File: config.mk
export PLATFORM = sky130hd
export DESIGN_NAME = rx_control
export DESIGN_NICKNAME = d
export VERILOG_FILES = /design/src/rtl/rx_control.sv
export SDC_FILE = /design/constraint.sdc
export NUM_CORES = 1
export LEC_CHECK = 0
export ABC_AREA = 1
export CAP_MARGIN = 20
export CORE_MARGIN = 4
export CORE_UTILIZATION = 55
export CTS_BUF_LIST = sky130_fd_sc_hd__clkbuf_4 sky130_fd_sc_hd__clkbuf_8
export CTS_CLUSTER_SIZE = 10
export DETAILED_ROUTE_END_ITERATION = 12
export PLACE_DENSITY = 0.75
export SLEW_MARGIN = 25
export SYNTH_ARGS = -nofsm -noshare
export SYNTH_HDL_FRONTEND = slang
export SYNTH_SLANG_ARGS = --single-unit
export TNS_END_PERCENT = 50
File: constraint.sdc
create_clock -name clk -period 6.43 [get_ports clk]
set_input_delay 0.643 -clock clk [delete_from_list [all_inputs] [get_ports clk]]
set_output_delay 0.643 -clock clk [all_outputs]
set_load 0.02 [all_outputs]
File: src/rtl/rx_control.sv
// rtl/rx_control.sv - UART receive sequencer: start-bit validation, mid-bit strobes, frame-done pulse
module rx_control #(
    parameter int CNT_W = 19
) (
    input  logic             clk,
    input  logic             reset,
    input  logic             SDI,
    input  logic [CNT_W-1:0] k,
    input  logic             bit8,
    input  logic             pen,
    output logic             btu,
    output logic             start,
    output logic             done,
    output logic             busy
);
    typedef enum logic [1:0] {IDLE, START, DATA} state_t;

    state_t           state_q, state_d;
    logic [CNT_W-1:0] bc_q, bc_d;
    logic [CNT_W-1:0] target;
    logic [3:0]       fc_q, fc_d;
    logic [3:0]       n_q, n_d;
    logic             done_q, done_d;

    assign done = done_q;

    always_comb begin
        busy    = (state_q != IDLE);
        start   = (state_q == START);
        // Half a bit time lands the strobe mid-bit; whole bit times keep it there.
        target  = start ? ((k >> 1) - CNT_W'(1)) : (k - CNT_W'(1));
        btu     = busy && (bc_q == target);
        bc_d    = (busy && !btu) ? bc_q + CNT_W'(1) : '0;
        state_d = state_q;
        fc_d    = fc_q;
        n_d     = n_q;
        done_d  = 1'b0;
        case (state_q)
            IDLE: begin
                fc_d = '0;
                if (!SDI) state_d = START;
            end
            START: begin
                if (btu) begin
                    if (!SDI) begin
                        state_d = DATA;
                        n_d     = 4'd8 + {3'b0, bit8} + {3'b0, pen};
                    end else begin
                        state_d = IDLE;
                    end
                end
            end
            DATA: begin
                if (btu) begin
                    fc_d = fc_q + 4'd1;
                    if (fc_q == n_q - 4'd1) begin
                        state_d = IDLE;
                        done_d  = 1'b1;
                    end
                end
            end
            default: state_d = IDLE;
        endcase
    end

    always_ff @(posedge clk) begin
        if (reset) begin
            state_q <= IDLE;
            bc_q    <= '0;
            fc_q    <= '0;
            n_q     <= '0;
            done_q  <= 1'b0;
        end else begin
            state_q <= state_d;
            bc_q    <= bc_d;
            fc_q    <= fc_d;
            n_q     <= n_d;
            done_q  <= done_d;
        end
    end
endmodule
==> Flow_metrics.wiki, run 1 <==
{| class="wikitable"
! Metric !! Value
|-
| Cell taking the most area after synthesis || nand2_1
|-
| Startpoint types || register
|-
| Clock network latency to the later pin of the worst-skew pair || 0.29 ns
|-
| Static leakage || 1.54 nW
|-
| Mapped Avg Cell Area || 5.56 µm²
|-
| Total routing resource utilization after global routing || 0.250
|-
| Top routing layer in use || met4
|-
| Number of flip-flops and latches in the synthesized netlist || 29
|-
| CP top delay family || simple AND/OR/NAND/NOR gates
|-
| Depth of the worst register-to-register path || 14
|-
| Initial cell density of the core || 0.569
|-
| Clock transition at the register clock pins on the worst setup and hold paths after CTS || 0.07 ns
|-
| Top Ports || 28
|-
| Worst voltage drop across the vdd grid || 85.9 µV
|-
| Vias after detailed routing || 3207
|-
| Worst EP required || 5.79 ns
|-
| Share of Yosys cell area claimed by the top area cell type || 0.249
|-
| Post-route fraction of the period consumed by the critical path || 0.703
|-
| Number of pins with negative max-slew slack in the final report || 0
|-
| IO Port Bufs || 27
|-
| Number of warnings printed during yosys synthesis || 0
|-
| Critical Path Fanout Max || 33
|-
| Dominant cell type by count on the critical path || nor2_1
|-
| Top flip-flop cell by instance count after synthesis || dfxtp_1
|-
| Crit Path Class || reg2out
|-
| Violation count after the first detailed-route iteration || 184
|-
| Source of the worst register-to-register timing path || state_q[0]
|-
| Routed length on met2 || 3.38 mm
|-
| Commonest cells post-synth || nand2_1 (194), nand3_1 (69), nor2_1 (64)
|-
| Leading post-synthesis cells by cell area || nand2_1 (25%), dfxtp_1 (20%), nand3_1 (12%)
|-
| RSZ-0062 raised after global routing || no
|-
| Total setup buffers inserted after CTS || 0
|-
| Depth of the critical timing path with buffers and inverters included || 14
|-
| Count of fill cells added during filler insertion || 523
|-
| Launching instance or port of the critical path || state_q[0]
|-
| Pin count of the biggest net entering global routing || 34
|-
| CTS tree || built
|-
| Die width || 80.9 µm
|-
| Overall power || 0.536 mW
|-
| Met1 Routed Length || 3.59 mm
|-
| Total DRC errors in the routed layout || 0
|-
| Number of hold violations in the final report || 0
|-
| Hold buffer count at CTS || 0
|-
| Global-route wire length before repair || 12.9 mm
|-
| Detailed-routing iteration count for the pre-antenna-repair pass || 4
|-
| Power density of the placed cells || 161 nW/µm²
|-
| Core region area || 5140 µm²
|-
| Final setup violating endpoints || 0
|-
| Placer Congestion || 0.945
|-
| Vias per Instance || 5.16
|-
| Mapped Nets || 555
|-
| Average wire per cell in the routed design || 12.3 µm
|-
| Dpl hpwl || 6.23 mm
|-
| Post-Syn Area || 2920 µm²
|-
| EDFF count, synth || 0
|-
| Post-route antenna net violation count || 0
|-
| Run status || complete, no violations
|-
| Number of antenna violations at the first check in global routing || 0
|-
| Timing endpoint of the critical path || btu
|-
| Final period demand of the worst path || 4.52 ns
|-
| Final #Nets || 580
|-
| Leading cell type by number of instances after synthesis || nand2_1
|-
| Flop2flop setup slack || 3.13 ns
|-
| Quantity of gates resized following cts || 0
|-
| CP cell instances || nand2_4, nand2_1, nand2_1, ha_1, xor2_1, nand3_1, nor2_1, nand2_1, nor2_1, nand3_1, nor2_1, nand3_2, nor2_1, clkdlybuf4s50_1
|-
| Root buffer cell || clkbuf_8
|-
| Worst relative slew slack || 0.358
|-
| Netlist cell types || 31
|-
| Worst min path class || reg2reg
|-
| Total gr overflow || 0
|-
| Peak Freq || 221 MHz
|-
| Synth Instances || 526
|-
| Via count of the first global-routing pass || 2858
|-
| Maxcap violations || 0
|-
| Clk_skew || 0.00951 ns
|-
| Total negative slack || 0 ns
|-
| Share of post-route cells with drive strength above 1 || 0.0562
|-
| Critical Path End Type || output port
|-
| Die area || 6550 µm²
|-
| TritonCTS sink count || 29
|-
| Maximum buffer depth of the clock tree || 2
|-
| Largest stage delay on the critical path || 0.96 ns
|-
| DR WL met3 || 424 µm
|-
| Number of diodes || 0
|-
| Slew of the pin with the lowest slew margin || 0.962 ns
|-
| Total number of H-tree levels || 2
|-
| Reg-to-Reg End || fc_q[0]
|-
| Synth-to-layout area growth || 14.0%
|-
| Critical path data arrival time || 3.88 ns
|-
| Die Height || 80.9 µm
|-
| Post-detailed-routing wire length || 7.63 mm
|-
| Share of synthesized area occupied by flip-flops and latches || 0.199
|-
| Crit path max-delay cell type || dfxtp_1
|-
| TritonCTS buffer count || 5
|-
| Row Count || 26
|-
| Buffering stage count on the worst path with inverters included || 1
|-
| Proportion of synthesized flip-flops having asynchronous set or reset || 0
|}
sequential cells by signal (all words and copies together) (netlist names):
name and cells:
n_q 3, bc_q 19, fc_q 4, done 1, state_q 2
kinds of logic after synthesis:
family          synth area share
compound gates            0.0454
flops                      0.199
xor+xnor                  0.0569
fa+ha+maj                 0.0214
simple gates               0.570
buf+inv                    0.108
worst min-delay path: stages (launching register included):
cell	delay (ns)
dfxtp_1	0.32
inv_1	0.05
a21oi_1	0.06
power breakdown:
part	internal (mW)	switching, mW	total, mW
logic	0.0511	0.0927	0.144
registers	0.181	0.00480	0.185
clock network	0.130	0.0761	0.207
through the flow:
step           hold WS, ns  setup WS [ns]  area, µm²  std cells  utilization
2_1_floorplan        0.437           3.40       2920        526            -
3_3_place_gp         0.451           2.28       3210        614        0.625
3_5_place_dp         0.466           2.16       3210        614        0.625
4_1_cts              0.476           1.92       3330        622        0.648
5_1_grt              0.525           1.54       3330        622        0.648
6_report             0.476           1.91       3330        622        0.648
worst min-delay path by stage:
stage | start | to | depth (start not counted)
after global routing | n_q[3] | n_q[3] | 2
after detailed placement | n_q[3] | n_q[3] | 2
after CTS | n_q[3] | n_q[3] | 2
after floorplan | n_q[3] | n_q[3] | 2
after global placement | n_q[3] | n_q[3] | 2
final | n_q[3] | n_q[3] | 2
per-layer routing:
layer	up-vias	global-route usage
met1	1388	0.342
li1	1717	-
met5	-	0
met4	0	0.0912
met3	20	0.0488
met2	82	0.388
placed cells by master, fill, tap and decap left out, types with 3 or more instances in the layout:
cell	n
nor3b_1	5
xnor2_1	3
ha_1	5
inv_1	63
nand3_1	69
nand3_2	3
dfxtp_1	29
nor2_4	3
nand2_1	194
clkbuf_8	6
nand4_1	12
nor2_2	7
xor2_1	16
clkdlybuf4s50_1	27
o21ai_0	4
nor3_1	9
nor2_1	64
a21oi_1	12
final cells by class:
class / instances / area [µm²] / share of cell area
clock buffers: 7 / 90.1 / 0.0270
clock inverters: 1 / 30.0 / 0.00901
inverters: 66 / 248 / 0.0743
flip-flops and latches: 29 / 581 / 0.174
multi-input cells: 422 / 2030 / 0.608
repair buffers: 27 / 270 / 0.0811
well taps: 70 / 87.6 / 0.0263
No activity file was read; power rests on OpenSTA's default activity.
==> run 2: changes to the inputs <==
clock period = 4.2 ns   (was 6.43 ns; I/O delays follow)
==> run 2 against run 1 <==
Against the previous run:
- clock power rose by 52%
- highest routed layer unchanged
- routed wire length up 2.1%
- clock skew down 0.0076 ns
- largest power group unchanged
- register-to-register slack got worse by 1.9 ns
- core utilization increased by 0.41 points
==> Flow_metrics.wiki, run 2 (synthesized netlist as in run 1, its figures left out) <==
{| class="wikitable"
! Metric !! Value
|-
| Core region area || 5140 µm² (unchanged)
|-
| Static leakage || 1.55 nW (was 1.54 nW)
|-
| Average wire per cell in the routed design || 12.5 µm (was 12.3 µm)
|-
| Layout Cells excl Fill || 623 (was 622)
|-
| CTS tree || built (unchanged)
|-
| Post-route fraction of the period consumed by the critical path || 0.929
|-
| Clock transition at the register clock pins on the worst setup and hold paths after CTS || 0.07 ns (about the same)
|-
| TritonCTS buffer count || 5 (unchanged)
|-
| Initial cell density of the core || 0.569 (unchanged)
|-
| Top Ports || 28 (unchanged)
|-
| Share of post-route cells with drive strength above 1 || 0.0579 (was 0.0562)
|-
| Run status || complete, no violations (unchanged)
|-
| Final setup violating endpoints || 0 (unchanged)
|-
| Via count of the first global-routing pass || 2897 (was 2858)
|-
| Worst voltage drop across the vdd grid || 184 µV (was 85.9 µV)
|-
| Startpoint types || register (unchanged)
|-
| Total gr overflow || 0 (unchanged)
|-
| Final #Nets || 581 (was 580)
|-
| Number of pins with negative max-slew slack in the final report || 0 (unchanged)
|-
| Vias after detailed routing || 3266 (was 3207)
|-
| Die Height || 80.9 µm (unchanged)
|-
| TritonCTS sink count || 29 (unchanged)
|-
| Clk_skew || 0.00195 ns (was 0.00951 ns)
|-
| Most used cells in the layout excluding fill and tap cells || nand2_1 (194), nand3_1 (69), nor2_1 (64) (unchanged)
|-
| Root buffer cell || clkbuf_8 (unchanged)
|-
| Critical path data arrival time || 3.48 ns (was 3.88 ns)
|-
| Die width || 80.9 µm (unchanged)
|-
| Total DRC errors in the routed layout || 0 (unchanged)
|-
| Vias per Instance || 5.24 (was 5.16)
|-
| Die area || 6550 µm² (unchanged)
|-
| Synth-to-layout area growth || 14.7% (was 14.0%)
|-
| Maximum buffer depth of the clock tree || 2 (unchanged)
|-
| IO Port Bufs || 27 (unchanged)
|-
| Number of diodes || 0 (unchanged)
|-
| Violation count after the first detailed-route iteration || 212 (was 184)
|-
| Largest regs || bc_q x19, fc_q x4, n_q x3 (unchanged)
|-
| Post-route antenna net violation count || 0 (unchanged)
|-
| Global-route wire length before repair || 13.0 mm (was 12.9 mm)
|-
| Total setup buffers inserted after CTS || 0 (unchanged)
|-
| Peak Freq || 256 MHz
|-
| Dpl hpwl || 6.27 mm (was 6.23 mm)
|-
| Placed Cells || 615 (was 614)
|-
| Count of fill cells added during filler insertion || 518 (was 523)
|-
| Clock network latency to the later pin of the worst-skew pair || 0.28 ns (was 0.29 ns)
|-
| RSZ-0062 raised after global routing || no (unchanged)
|-
| Final period demand of the worst path || 3.90 ns
|-
| Worst min path class || reg2reg (unchanged)
|-
| Maxcap violations || 0 (unchanged)
|-
| Critical Path Fanout Max || 33 (unchanged)
|-
| Worst EP required || 3.78 ns (was 5.79 ns)
|-
| Crit Path Class || reg2out (unchanged)
|-
| Register name with the most flops || bc_q (unchanged)
|-
| Pin count of the biggest net entering global routing || 34 (unchanged)
|-
| Placer Congestion || 0.955 (was 0.945)
|-
| Slew of the pin with the lowest slew margin || 0.523 ns (was 0.962 ns)
|-
| Detailed-routing iteration count for the pre-antenna-repair pass || 5 (was 4)
|-
| Row Count || 26 (unchanged)
|-
| Number of antenna violations at the first check in global routing || 0 (unchanged)
|-
| Total number of H-tree levels || 2 (unchanged)
|-
| Power density of the placed cells || 246 nW/µm² (was 161 nW/µm²)
|-
| Most common cell after layout, fill and taps aside || nand2_1 (unchanged)
|-
| Post-detailed-routing wire length || 7.79 mm (was 7.63 mm)
|-
| Largest register FFs || 19 (unchanged)
|-
| Worst relative slew slack || 0.648 (was 0.358)
|-
| Total negative slack || 0 ns (unchanged)
|-
| Number of hold violations in the final report || 0 (unchanged)
|-
| Total routing resource utilization after global routing || 0.252 (was 0.250)
|-
| Critical Path End Type || output port (unchanged)
|-
| Overall power || 0.824 mW (was 0.536 mW)
|}
[run 2: cell count changes in the layout (fill, tap and decap cells not counted)]
cell     previous run  this run
nor2_2              7         6
nand2_4             1         0
buf_4               0         1
nand2_8             0         1
nor2_4              3         4
[run 2: path summary, 6_finish.rpt]
kind / start / to / slack [ns] / cells after the start
setup / recovery: state_q[1] / btu / 0.30 / 15
setup reg to reg: state_q[1] / bc_q[9] / 1.26 / 15
hold reg to reg: n_q[3] / n_q[3] / 0.48 / 2
hold / removal: n_q[3] / n_q[3] / 0.48 / 2
[run 2: layer usage]
layer / track usage / vias to the layer above / wire, µm / share of wire
met2: 0.414 / 97 / 3580 / 0.46
met5: 0 / - / 0 / 0
met4: 0.0709 / 0 / 137 / 0.018
met3: 0.0399 / 14 / 461 / 0.059
met1: 0.341 / 1441 / 3610 / 0.46
li1: - / 1714 / - / -
[run 2: layout make-up]
type	instances	area, µm²	share of cell area
clock buffer	7	90.1	0.0269
clock inverter	1	30.0	0.00895
inverter	66	248	0.0739
multi-input combinational	422	2040	0.608
sequential	29	581	0.173
tap	70	87.6	0.0261
timing repair buffer	28	278	0.0828
[run 2: critical path: stages (launching register included)]
cell and delay (ns):
dfxtp_1 0.33, inv_2 0.35, nand2_8 0.22, nand2_1 0.11, nand2_1 0.11, ha_1 0.32, xor2_1 0.15, nand3_1 0.11
nor2_1 0.15, nand2_1 0.08, nor2_1 0.10, nand3_1 0.08, nor2_1 0.18, nand3_2 0.16, nor2_1 0.11, clkdlybuf4s50_1 0.61
[run 2: report_power, final]
part / internal (mW) / switching [mW]
Clock: 0.200 / 0.114
Combinational: 0.0800 / 0.150
Sequential: 0.276 / 0.00347
Total: 0.556 / 0.267
[run 2: through the flow]
stage          setup slack (ns)   util  hold slack [ns]  cell area [µm²]
2_1_floorplan              1.50      -            0.437             2920
3_3_place_gp              0.511  0.627            0.450             3220
3_5_place_dp              0.481  0.627            0.473             3220
4_1_cts                   0.198  0.650            0.483             3340
5_1_grt                  0.0198  0.653            0.506             3350
6_report                  0.299  0.653            0.482             3350
[run 2: repair_timing]
action | CTS | global route
endpoints found under the hold margin | 0 | 0
setup endpoints to repair | 0 | 1
resized for setup | 0 | 2
hold buffers | 0 | 0
==> run 3: changes to the inputs <==
SKIP_LAST_GASP = 1   (was not set)
==> results of run 3 <==
The final DEF is identical to that of run 2; final timing and power are the same.
